`src/rtl/mem_port_arbiter_if.sv`:
```
// Bundle of the three requester ports (IF/LD/ST) and the single memory
// command/return port that the arbiter sits between.
interface mem_port_arbiter_if #(
   parameter int ADDR_W = 11,
   parameter int DATA_W = 32
);
   logic              if_req;
   logic [ADDR_W-1:0] if_addr;
   logic              if_gnt;
   logic [DATA_W-1:0] if_rdata;
   logic              if_rvalid;

   logic              ld_req;
   logic [ADDR_W-1:0] ld_addr;
   logic              ld_gnt;
   logic [DATA_W-1:0] ld_rdata;
   logic              ld_rvalid;

   logic              st_req;
   logic [ADDR_W-1:0] st_addr;
   logic [DATA_W-1:0] st_wdata;
   logic              st_gnt;

   logic              mem_en;
   logic              mem_we;
   logic [ADDR_W-1:0] mem_addr;
   logic [DATA_W-1:0] mem_wdata;
   logic [DATA_W-1:0] mem_rdata;

   logic              fetch_stall;

   // Arbiter side.
   modport slave (
      input  if_req, if_addr, ld_req, ld_addr, st_req, st_addr, st_wdata, mem_rdata,
      output if_gnt, if_rdata, if_rvalid, ld_gnt, ld_rdata, ld_rvalid, st_gnt,
             mem_en, mem_we, mem_addr, mem_wdata, fetch_stall
   );

   // Requester / memory side.
   modport master (
      output if_req, if_addr, ld_req, ld_addr, st_req, st_addr, st_wdata, mem_rdata,
      input  if_gnt, if_rdata, if_rvalid, ld_gnt, ld_rdata, ld_rvalid, st_gnt,
             mem_en, mem_we, mem_addr, mem_wdata, fetch_stall
   );
endinterface

```
`src/rtl/mem_port_arbiter.sv`:
```
// Single-port memory arbiter for the CPU: store > load > fetch priority with
// fetch promotion after STARVE_MAX denied cycles, registered memory command,
// and tagged routing of read data back to the issuing requester.
module mem_port_arbiter #(
   parameter int ADDR_W     = 11,
   parameter int DATA_W     = 32,
   parameter int RD_LAT     = 1,
   parameter int STARVE_MAX = 4
) (
   input  logic              clk,
   input  logic              resetn,
   mem_port_arbiter_if.slave bus
);

   typedef enum logic [1:0] {
      TAG_NONE = 2'd0,
      TAG_IF   = 2'd1,
      TAG_LD   = 2'd2
   } tag_t;

   localparam logic [3:0] STARVE_LIM = 4'(STARVE_MAX);

   logic [3:0]        starve_cnt;
   logic              promote;
   logic              st_win;
   logic              ld_win;
   logic              if_win;
   logic              any_win;

   logic              cmd_en_p0;
   logic              cmd_we_p0;
   logic [ADDR_W-1:0] cmd_addr_p0;
   logic [DATA_W-1:0] cmd_wdata_p0;

   // tag_p[k] describes the access issued k+1 cycles ago; the last entry
   // lines up with mem_rdata for that access.
   tag_t              tag_p [RD_LAT+1];
   logic              if_vld;
   logic              ld_vld;
   logic [DATA_W-1:0] if_hold;
   logic [DATA_W-1:0] ld_hold;

   function automatic logic [3:0] sat_inc(input logic [3:0] cnt);
      sat_inc = (cnt >= STARVE_LIM) ? STARVE_LIM : cnt + 4'd1;
   endfunction

   assign promote = bus.if_req && (starve_cnt == STARVE_LIM);

   // Grant selection: promoted fetch first, otherwise fixed ST > LD > IF.
   always_comb begin
      st_win = 1'b0;
      ld_win = 1'b0;
      if_win = 1'b0;
      if (!resetn) begin
         if (promote)          if_win = 1'b1;
         else if (bus.st_req)  st_win = 1'b1;
         else if (bus.ld_req)  ld_win = 1'b1;
         else if (bus.if_req)  if_win = 1'b1;
      end
   end

   assign any_win         = st_win | ld_win | if_win;
   assign bus.st_gnt      = st_win;
   assign bus.ld_gnt      = ld_win;
   assign bus.if_gnt      = if_win;
   assign bus.fetch_stall = bus.if_req & ~if_win;

   // Fetch starvation counter: counts consecutive denied fetch cycles.
   always_ff @(posedge clk) begin
      if (resetn)                          starve_cnt <= 4'd0;
      else if (if_win || !bus.if_req)      starve_cnt <= 4'd0;
      else                                 starve_cnt <= sat_inc(starve_cnt);
   end

   // Stage p0: registered memory command; address/data hold when idle.
   always_ff @(posedge clk) begin
      if (resetn) begin
         cmd_en_p0    <= 1'b0;
         cmd_we_p0    <= 1'b0;
         cmd_addr_p0  <= '0;
         cmd_wdata_p0 <= '0;
      end else begin
         cmd_en_p0 <= any_win;
         cmd_we_p0 <= st_win;
         if (st_win) begin
            cmd_addr_p0  <= bus.st_addr;
            cmd_wdata_p0 <= bus.st_wdata;
         end else if (ld_win) begin
            cmd_addr_p0  <= bus.ld_addr;
         end else if (if_win) begin
            cmd_addr_p0  <= bus.if_addr;
         end
      end
   end

   assign bus.mem_en    = cmd_en_p0;
   assign bus.mem_we    = cmd_we_p0;
   assign bus.mem_addr  = cmd_addr_p0;
   assign bus.mem_wdata = cmd_wdata_p0;

   // Read tag pipeline; reset flushes it so in-flight reads never return.
   always_ff @(posedge clk) begin
      if (resetn) begin
         for (int k = 0; k <= RD_LAT; k++) tag_p[k] <= TAG_NONE;
      end else begin
         tag_p[0] <= if_win ? TAG_IF : (ld_win ? TAG_LD : TAG_NONE);
         for (int k = 1; k <= RD_LAT; k++) tag_p[k] <= tag_p[k-1];
      end
   end

   assign if_vld = !resetn && (tag_p[RD_LAT] == TAG_IF);
   assign ld_vld = !resetn && (tag_p[RD_LAT] == TAG_LD);

   // Return data hold registers: keep the last delivered word per requester.
   always_ff @(posedge clk) begin
      if (resetn) begin
         if_hold <= '0;
         ld_hold <= '0;
      end else begin
         if (if_vld) if_hold <= bus.mem_rdata;
         if (ld_vld) ld_hold <= bus.mem_rdata;
      end
   end

   assign bus.if_rvalid = if_vld;
   assign bus.ld_rvalid = ld_vld;
   assign bus.if_rdata  = resetn ? '0 : (if_vld ? bus.mem_rdata : if_hold);
   assign bus.ld_rdata  = resetn ? '0 : (ld_vld ? bus.mem_rdata : ld_hold);

endmodule

```
`src/flat_wrapper.sv`:
```
// flat-port wrapper written by rule: the top's interface ports become plain ports
module mem_port_arbiter_flat 
#(
   parameter int ADDR_W     = 11,
   parameter int DATA_W     = 32,
   parameter int RD_LAT     = 1,
   parameter int STARVE_MAX = 4
)
  (clk, resetn, bus_if_req, bus_if_addr, bus_ld_req, bus_ld_addr, bus_st_req, bus_st_addr, bus_st_wdata, bus_mem_rdata, bus_if_gnt, bus_if_rdata, bus_if_rvalid, bus_ld_gnt, bus_ld_rdata, bus_ld_rvalid, bus_st_gnt, bus_mem_en, bus_mem_we, bus_mem_addr, bus_mem_wdata, bus_fetch_stall);
  mem_port_arbiter_if #(.ADDR_W(ADDR_W), .DATA_W(DATA_W)) bus_i ();
  input  logic clk;
  input  logic resetn;
  input wire logic [$bits(bus_i.if_req)-1:0] bus_if_req;
  input wire logic [$bits(bus_i.if_addr)-1:0] bus_if_addr;
  input wire logic [$bits(bus_i.ld_req)-1:0] bus_ld_req;
  input wire logic [$bits(bus_i.ld_addr)-1:0] bus_ld_addr;
  input wire logic [$bits(bus_i.st_req)-1:0] bus_st_req;
  input wire logic [$bits(bus_i.st_addr)-1:0] bus_st_addr;
  input wire logic [$bits(bus_i.st_wdata)-1:0] bus_st_wdata;
  input wire logic [$bits(bus_i.mem_rdata)-1:0] bus_mem_rdata;
  output wire logic [$bits(bus_i.if_gnt)-1:0] bus_if_gnt;
  output wire logic [$bits(bus_i.if_rdata)-1:0] bus_if_rdata;
  output wire logic [$bits(bus_i.if_rvalid)-1:0] bus_if_rvalid;
  output wire logic [$bits(bus_i.ld_gnt)-1:0] bus_ld_gnt;
  output wire logic [$bits(bus_i.ld_rdata)-1:0] bus_ld_rdata;
  output wire logic [$bits(bus_i.ld_rvalid)-1:0] bus_ld_rvalid;
  output wire logic [$bits(bus_i.st_gnt)-1:0] bus_st_gnt;
  output wire logic [$bits(bus_i.mem_en)-1:0] bus_mem_en;
  output wire logic [$bits(bus_i.mem_we)-1:0] bus_mem_we;
  output wire logic [$bits(bus_i.mem_addr)-1:0] bus_mem_addr;
  output wire logic [$bits(bus_i.mem_wdata)-1:0] bus_mem_wdata;
  output wire logic [$bits(bus_i.fetch_stall)-1:0] bus_fetch_stall;
  assign bus_i.if_req = bus_if_req;
  assign bus_i.if_addr = bus_if_addr;
  assign bus_i.ld_req = bus_ld_req;
  assign bus_i.ld_addr = bus_ld_addr;
  assign bus_i.st_req = bus_st_req;
  assign bus_i.st_addr = bus_st_addr;
  assign bus_i.st_wdata = bus_st_wdata;
  assign bus_i.mem_rdata = bus_mem_rdata;
  assign bus_if_gnt = bus_i.if_gnt;
  assign bus_if_rdata = bus_i.if_rdata;
  assign bus_if_rvalid = bus_i.if_rvalid;
  assign bus_ld_gnt = bus_i.ld_gnt;
  assign bus_ld_rdata = bus_i.ld_rdata;
  assign bus_ld_rvalid = bus_i.ld_rvalid;
  assign bus_st_gnt = bus_i.st_gnt;
  assign bus_mem_en = bus_i.mem_en;
  assign bus_mem_we = bus_i.mem_we;
  assign bus_mem_addr = bus_i.mem_addr;
  assign bus_mem_wdata = bus_i.mem_wdata;
  assign bus_fetch_stall = bus_i.fetch_stall;
  mem_port_arbiter #(.ADDR_W(ADDR_W), .DATA_W(DATA_W), .RD_LAT(RD_LAT), .STARVE_MAX(STARVE_MAX)) u_core (.clk(clk), .resetn(resetn), .bus(bus_i));
endmodule
```
`config.mk`:
```
export PLATFORM = sky130hd
export DESIGN_NAME = mem_port_arbiter_flat
export DESIGN_NICKNAME = d
export VERILOG_FILES = /design/src/rtl/mem_port_arbiter_if.sv /design/src/rtl/mem_port_arbiter.sv /design/src/flat_wrapper.sv
export SDC_FILE = /design/constraint.sdc
export NUM_CORES = 1
export LEC_CHECK = 0
export ABC_AREA = 1
export BUFFER_PORTS_ARGS = -buffer_cell sky130_fd_sc_hd__buf_2
export CAP_MARGIN = 10
export CORE_ASPECT_RATIO = 2
export CORE_UTILIZATION = 49
export CTS_CLUSTER_SIZE = 24
export DETAILED_ROUTE_END_ITERATION = 10
export HOLD_SLACK_MARGIN = 0.06
export PLACE_DENSITY = 0.84
export SLEW_MARGIN = 20
export SYNTH_ARGS = -nofsm -noshare
export SYNTH_HDL_FRONTEND = slang
export SYNTH_SLANG_ARGS = --single-unit
```
`constraint.sdc`:
```
create_clock -name clk -period 3.4 [get_ports clk]
set_input_delay 0.17 -clock clk [delete_from_list [all_inputs] [get_ports clk]]
set_output_delay 0.17 -clock clk [all_outputs]
set_load 0.02 [all_outputs]
```
==> results of run 1 <==
## worst max-delay path by stage
stage                         start               to  slack [ps]  cells after the start
2_1_floorplan  u_core.starve_cnt[0]  bus_fetch_stall        1770                      8
3_3_place_gp   u_core.starve_cnt[0]       bus_st_gnt        1160                      8
3_5_place_dp   u_core.starve_cnt[0]       bus_st_gnt        1060                      8
4_1_cts        u_core.starve_cnt[0]       bus_st_gnt         620                      8
5_1_grt        u_core.starve_cnt[0]       bus_st_gnt         450                      8
6_report       u_core.starve_cnt[0]       bus_st_gnt         630                      8
## registers in the layout, indices dropped and copies added (netlist names)
| register | flops |
|---|---|
| u_core.bus.mem_addr | 11 |
| u_core.bus.mem_en | 1 |
| u_core.bus.mem_wdata | 32 |
| u_core.bus.mem_we | 1 |
| u_core.if_hold | 32 |
| u_core.ld_hold | 32 |
| u_core.starve_cnt | 4 |
| u_core.tag_p | 4 |
## worst reg2reg max path, cell delays in order, from the launching register on
cell and delay (ps):
dfxtp_1 360, inv_1 60, ha_1 190, nand2_1 60
inv_1 50, nand2_4 180, nand3_4 420, inv_2 610
nand2_1 190, a21oi_1 170
## cells in the final DEF (no fill, tap or decap)
master / netlist / routed
buf_2: 14 / 216
dfxtp_1: 117 / 117
nand2_1: 99 / 99
a21oi_1: 84 / 84
inv_1: 75 / 75
o21ai_0: 66 / 66
dlygate4sd3_1: 0 / 61
nor2_1: 59 / 58
nand3_1: 23 / 23
clkbuf_16: 0 / 17
o21ai_1: 9 / 9
nand2_2: 3 / 3
clkbuf_8: 0 / 3
clkinvlp_4: 0 / 3
bufinv_16: 0 / 3
buf_4: 6 / 3
inv_2: 2 / 2
nor2_4: 1 / 2
ha_1: 2 / 2
clkinv_2: 0 / 2
clkinv_4: 0 / 2
nor2_2: 1 / 1
nand2_4: 1 / 1
nand3_4: 1 / 1
a31oi_2: 1 / 1
nand4_1: 1 / 1
nand3b_1: 1 / 1
nor3_1: 1 / 1
clkbuf_1: 16 / 1
inv_6: 0 / 1
conb_1: 1 / 1
## cell type report
cell class | count | area, um^2
multi-input cells | 354 | 1637
repair buffers | 280 | 1714
clock inverters | 11 | 148.9
inverters | 77 | 289.0
clock buffers | 21 | 470.5
well taps | 100 | 125.1
fillers | 594 | 1982
flip-flops and latches | 117 | 2342
## per-stage QoR
step / hold WS, ps / area [um^2] / cells / setup WS [ps]
after CTS: 60.36 / 6726 / 960 / 624.6
after global placement: 399.0 / 5497 / 867 / 1160
after global routing: 81.12 / 6726 / 960 / 446.3
after floorplan: 312.8 / 4447 / 585 / 1773
final: 83.44 / 6726 / 960 / 633.3
after detailed placement: 408.7 / 5497 / 867 / 1062
## cells by family after synthesis
kind of cell             share of synthesized area (%)
adder cells (fa/ha/maj)                         0.5627
AO/OA/AOI/OAI                                    18.18
AND/OR/NAND/NOR                                  17.81
flip-flops                                       52.67
buffers and inverters                            10.69
other                                          0.08433
## layer usage
metal | track usage (%) | share of wire, %
met5 | 0 | 0
met4 | 14.63 | 2.9
met3 | 9.720 | 8.2
met2 | 55.88 | 54
met1 | 31.46 | 35
## power by group
part / total [mW] / leakage (nW) / internal (mW) / switching [mW]
Sequential: 1.45 / 0.954 / 1.43 / 0.0233
Clock: 1.85 / 0.296 / 1.21 / 0.635
Combinational: 0.429 / 2.32 / 0.174 / 0.255
Total: 3.73 / 3.57 / 2.81 / 0.913
==> flow_metrics.env, run 1 <==
export IMPL_status="complete, no violations"
export IMPL_crit_fanout=45
export IMPL_gp_congestion=0.8662
export IMPL_synth_cells=585
export IMPL_post_cts_buffers=0
export IMPL_grt_first_pass_wirelength_um=23180
export IMPL_ys_types=24
export IMPL_crit_type="reg2out"
export IMPL_r2r_cells=9
export IMPL_grt_ovfl_total=0
export IMPL_worstHoldStart="bus_if_req"
export IMPL_die_x_um=69.36
export IMPL_coreArea_mm2=0.008708
export IMPL_hold_buffers=61
export IMPL_dr_pass1_iters=5
export IMPL_grt_max_degree=71
export IMPL_ys_ff_latch=117
export IMPL_clkSlewWorstSetupHoldPaths_ps=50
export IMPL_r2r_start="u_core.starve_cnt[0]"
export IMPL_skew_ps=14.95
export IMPL_setup_violations=0
export IMPL_ys_flop_type="dfxtp_1"
export IMPL_die_h_um=136.7
export IMPL_clockRootBuffer="clkbuf_16"
export IMPL_drtAntennaViolNets=0
export IMPL_synth_top_cell_area_share_pct=52.67
export IMPL_htree_levels=4
export IMPL_slew_viol_final=0
export IMPL_yosys_top_cells_count="dfxtp_1 (117), nand2_1 (99), a21oi_1 (84)"
export IMPL_cp_start_kind="flip-flop"
export IMPL_dieArea_mm2=0.009483
export IMPL_hp_class="in2reg"
export IMPL_path_cells="inv_1, ha_1, nand2_1, inv_1, nand2_4, nand3_4, inv_2, buf_2"
export IMPL_worstHoldPathCells=3
export IMPL_ys_seq_area_share_pct=52.67
export IMPL_clock_latency_ps=410
export IMPL_yosysWarningCount=0
export IMPL_p_total_mw=3.727
export IMPL_netlist_top_cells_area="dfxtp_1 (53%), a21oi_1 (9.5%), nand2_1 (8.4%)"
export IMPL_diodes=0
export IMPL_end_kind="output port"
export IMPL_reg2reg_slack_ps=1050
export IMPL_critical_path_top_delay_family="buffers and inverters"
export IMPL_post_cts_resized=0
export IMPL_num_vias=4969
export IMPL_synth_edff_count=0
export IMPL_worstHoldEndpoint="u_core.starve_cnt[2]"
export IMPL_finalWorstPathRequiredPeriod_ps=2767
export IMPL_wl_um=14650
export IMPL_finalHoldViolations=0
export IMPL_p_leak_nw=3.570
export IMPL_clock_sinks=117
export IMPL_worstPathArrival_ps=2600
export IMPL_max_cap_viol_count=0
export IMPL_cts_path_max_buffers=2
export IMPL_area_growth_pct=51.27
export IMPL_grt_pass1_vias=5054
export IMPL_vdd_drop_max_mv=0.5237
export IMPL_final_util_pct=77.24
export IMPL_r2r_end="u_core.bus.mem_wdata[13]"
export IMPL_dp_hpwl_um=8258
export IMPL_drtIter0Drc=328
export IMPL_wl_per_cell_um=15.26
export IMPL_track_usage_pct=30.72
export IMPL_max_stage_delay_ps=590
export IMPL_yosysTopAreaCell="dfxtp_1"
export IMPL_io_buffers=216
export IMPL_async_reset_ff_share_pct=0
export IMPL_crit_slowest_cell="inv_2"
export IMPL_max_slew_margin_pct=33.16
export IMPL_synth_net_count=689
export IMPL_min_period_over_period_pct=81.37
export IMPL_crit_buf_inv=4
export IMPL_num_io_pins=217
export IMPL_fin_nets=951
export IMPL_tritoncts="done"
export IMPL_synth_area_per_cell_um2=7.601
export IMPL_grt_setup_unrepaired="false"
export IMPL_worst_pin_slew_ps=999.5
export IMPL_required_ps=3230
export IMPL_placementRows=48
export IMPL_drc=0
export IMPL_antenna_found_initial=1
export IMPL_start_util_pct=51.06
export IMPL_syn_area_mm2=0.004447
export IMPL_setup_tns_final_ps=0
export IMPL_max_freq_ghz=0.3614
export IMPL_drive_above_1_share_pct=30.35
export IMPL_cts_inserted_buffers=17
export IMPL_vias_per_cell=5.176
export IMPL_synthMostInstantiatedCell="dfxtp_1"
export IMPL_crit_top_cell="inv_1"
export IMPL_powerDensity_mw_per_mm2=554.2
Power figures use the tool's default switching activity.
==> run 2, diff against run 1 <==
- CORE_UTILIZATION: 49 -> 41
- PLACE_DENSITY: 0.84 -> 0.75
- clock period: 3.4 -> 2.4 ns (I/O delays scaled with it)
==> flow_metrics.env, run 2 (synthesis gave the netlist of run 1 again) <==
export IMPL_status="complete, no violations"
export IMPL_p_int_mw=4.196
export IMPL_grt_pass1_vias=4677
export IMPL_setup_violations=0
export IMPL_clock_latency_ps=410
export IMPL_r2r_cells=9
export IMPL_skew_ps=13.75
export IMPL_power_frac_comb_pct=11.1
export IMPL_coreArea_mm2=0.01054
export IMPL_crit_fanout=33
export IMPL_placementRows=53
export IMPL_cp_start_kind="flip-flop"
export IMPL_max_stage_delay_ps=410
export IMPL_sw_frac_of_total_pct=23.91
export IMPL_grt_max_degree=58
export IMPL_crit_slowest_cell="inv_2"
export IMPL_crit_top_cell="inv_1"
export IMPL_cts_inserted_buffers=17
export IMPL_wl_um=13660
export IMPL_start_util_pct=42.17
export IMPL_diodes=0
export IMPL_slew_viol_final=0
export IMPL_worst_pin_slew_ps=532.6
export IMPL_dieArea_mm2=0.01129
export IMPL_p_leak_nw=3.650
export IMPL_drive_above_1_share_pct=30.62
export IMPL_min_period_over_period_pct=91.76
export IMPL_clock_sinks=117
export IMPL_max_slew_margin_pct=64.44
export IMPL_multiInputGateArea_mm2=0.001637
export IMPL_worstHoldPathCells=5
export IMPL_r2r_start="u_core.starve_cnt[0]"
export IMPL_fin_nets=963
export IMPL_num_io_pins=217
export IMPL_post_cts_buffers=0
export IMPL_clkSlewWorstSetupHoldPaths_ps=60
export IMPL_stdcell_count=1009
export IMPL_vias_per_cell=4.799
export IMPL_vdd_drop_max_mv=0.6185
export IMPL_grt_setup_unrepaired="false"
export IMPL_path_cells="inv_1, ha_1, nand2_1, inv_1, nand2_4, nand3_4, inv_2, buf_2"
export IMPL_finalHoldViolations=0
export IMPL_track_usage_pct=24.48
export IMPL_gp_congestion=0.7883
export IMPL_setup_tns_final_ps=0
export IMPL_dp_hpwl_um=8278
export IMPL_antenna_found_initial=0
export IMPL_fill_cells=861
export IMPL_seq_area_mm2=0.002342
export IMPL_dr_pass1_iters=5
export IMPL_num_vias=4842
export IMPL_dpl_cell_count=909
export IMPL_mostFrequentLayoutCells="buf_2 (216), dfxtp_1 (117), nand2_1 (99), a21oi_1 (84), inv_1 (75)"
export IMPL_hp_class="in2reg"
export IMPL_die_h_um=149.3
export IMPL_grt_ovfl_total=0
export IMPL_clockRootBuffer="clkbuf_16"
export IMPL_end_kind="output port"
export IMPL_p_sw_mw=1.318
export IMPL_drtIter0Drc=173
export IMPL_wl_per_cell_um=13.54
export IMPL_pwr_share_seq_pct=37.2
export IMPL_finalWorstPathRequiredPeriod_ps=2202
export IMPL_cts_path_max_buffers=2
export IMPL_io_buffers=216
export IMPL_worstHoldStart="bus_st_addr[8]"
export IMPL_power_frac_clock_pct=51.6
export IMPL_grt_first_pass_wirelength_um=20930
export IMPL_powerDensity_mw_per_mm2=795.5
export IMPL_required_ps=2280
export IMPL_drc=0
export IMPL_crit_buf_inv=4
export IMPL_crit_start="u_core.starve_cnt[0]"
export IMPL_area_growth_pct=55.88
export IMPL_tritoncts="done"
export IMPL_crit_type="reg2out"
export IMPL_critical_path_top_delay_family="buffers and inverters"
export IMPL_max_freq_ghz=0.4541
export IMPL_worstPathArrival_ps=2080
export IMPL_drtAntennaViolNets=0
export IMPL_final_common_cell="buf_2"
export IMPL_htree_levels=4
export IMPL_worst_path_stages=8
export IMPL_max_cap_viol_count=0
export IMPL_die_x_um=75.64
run 2: cell count changes in the layout (fill, tap and decap cells not counted):
| cell | previous run | this run |
|---|---|---|
| buf_4 | 3 | 8 |
| dlygate4sd3_1 | 61 | 68 |
| inv_6 | 1 | 4 |
| clkinv_2 | 2 | 0 |
| bufinv_16 | 3 | 5 |
| clkbuf_1 | 1 | 0 |
| clkbuf_8 | 3 | 2 |
| clkinvlp_4 | 3 | 2 |
run 2: final cells by class:
| type | instances | share of cell area [%] |
|---|---|---|
| repair buffers | 292 | 26.28 |
| clock inverters | 13 | 3.141 |
| well taps | 137 | 2.473 |
| multi-input cells | 354 | 23.61 |
| flip-flops and latches | 117 | 33.79 |
| inverters | 77 | 4.170 |
| clock buffers | 19 | 6.534 |
run 2: worst reg2reg max path: stages, from the launching register on:
cell and delay (ps):
dfxtp_1 350, inv_1 60, ha_1 190, nand2_1 60, inv_1 50, nand2_4 180, nand3_4 100, inv_2 410
nand2_1 130, a21oi_1 180
run 2: final timing paths:
check | slack [ps] | to
setup reg to reg | 620 | u_core.bus.mem_wdata[2]
setup / recovery | 200 | bus_st_gnt
hold reg to reg | 400 | u_core.tag_p[0][2]
hold / removal | 80 | u_core.bus.mem_addr[8]
run 2: power by group through the flow:
stage | Combinational, mW | Clock (mW) | Sequential [mW]
6_report | 0.614 | 2.85 | 2.05
3_3_place_gp | 0.511 | 0 | 2.09
2_1_floorplan | 0.263 | 0 | 2.14
3_5_place_dp | 0.515 | 0 | 2.09
4_1_cts | 0.605 | 2.89 | 2.05
5_1_grt | 0.677 | 2.99 | 2.06
run 2: per-layer routing:
metal / part of all wire (%) / GRT usage (%)
met1: 38 / 23.96
met2: 53 / 44.51
met3: 6.5 / 8.108
met4: 2.7 / 11.02
met5: 0 / 0
run 2: what timing repair did:
item,in CTS,in global routing
endpoints found under the hold margin,100,0
hold buffers,68,0
resized for setup,0,0
run 2: metrics by stage:
stage / power, mW / instance area (um^2) / util [%] / hold WS (ps) / worst slack, ps
final: 5.514 / 6932 / 65.74 / 81.59 / 197.9
after global routing: 5.727 / 6932 / 65.74 / 83.03 / 45.67
after CTS: 5.546 / 6932 / 65.74 / 62.93 / 170.7
after detailed placement: 2.607 / 5580 / 52.93 / 375.9 / 620.7
after global placement: 2.601 / 5580 / 52.93 / 370.1 / 645.9
after floorplan: 2.403 / 4447 / - / 262.8 / 822.6
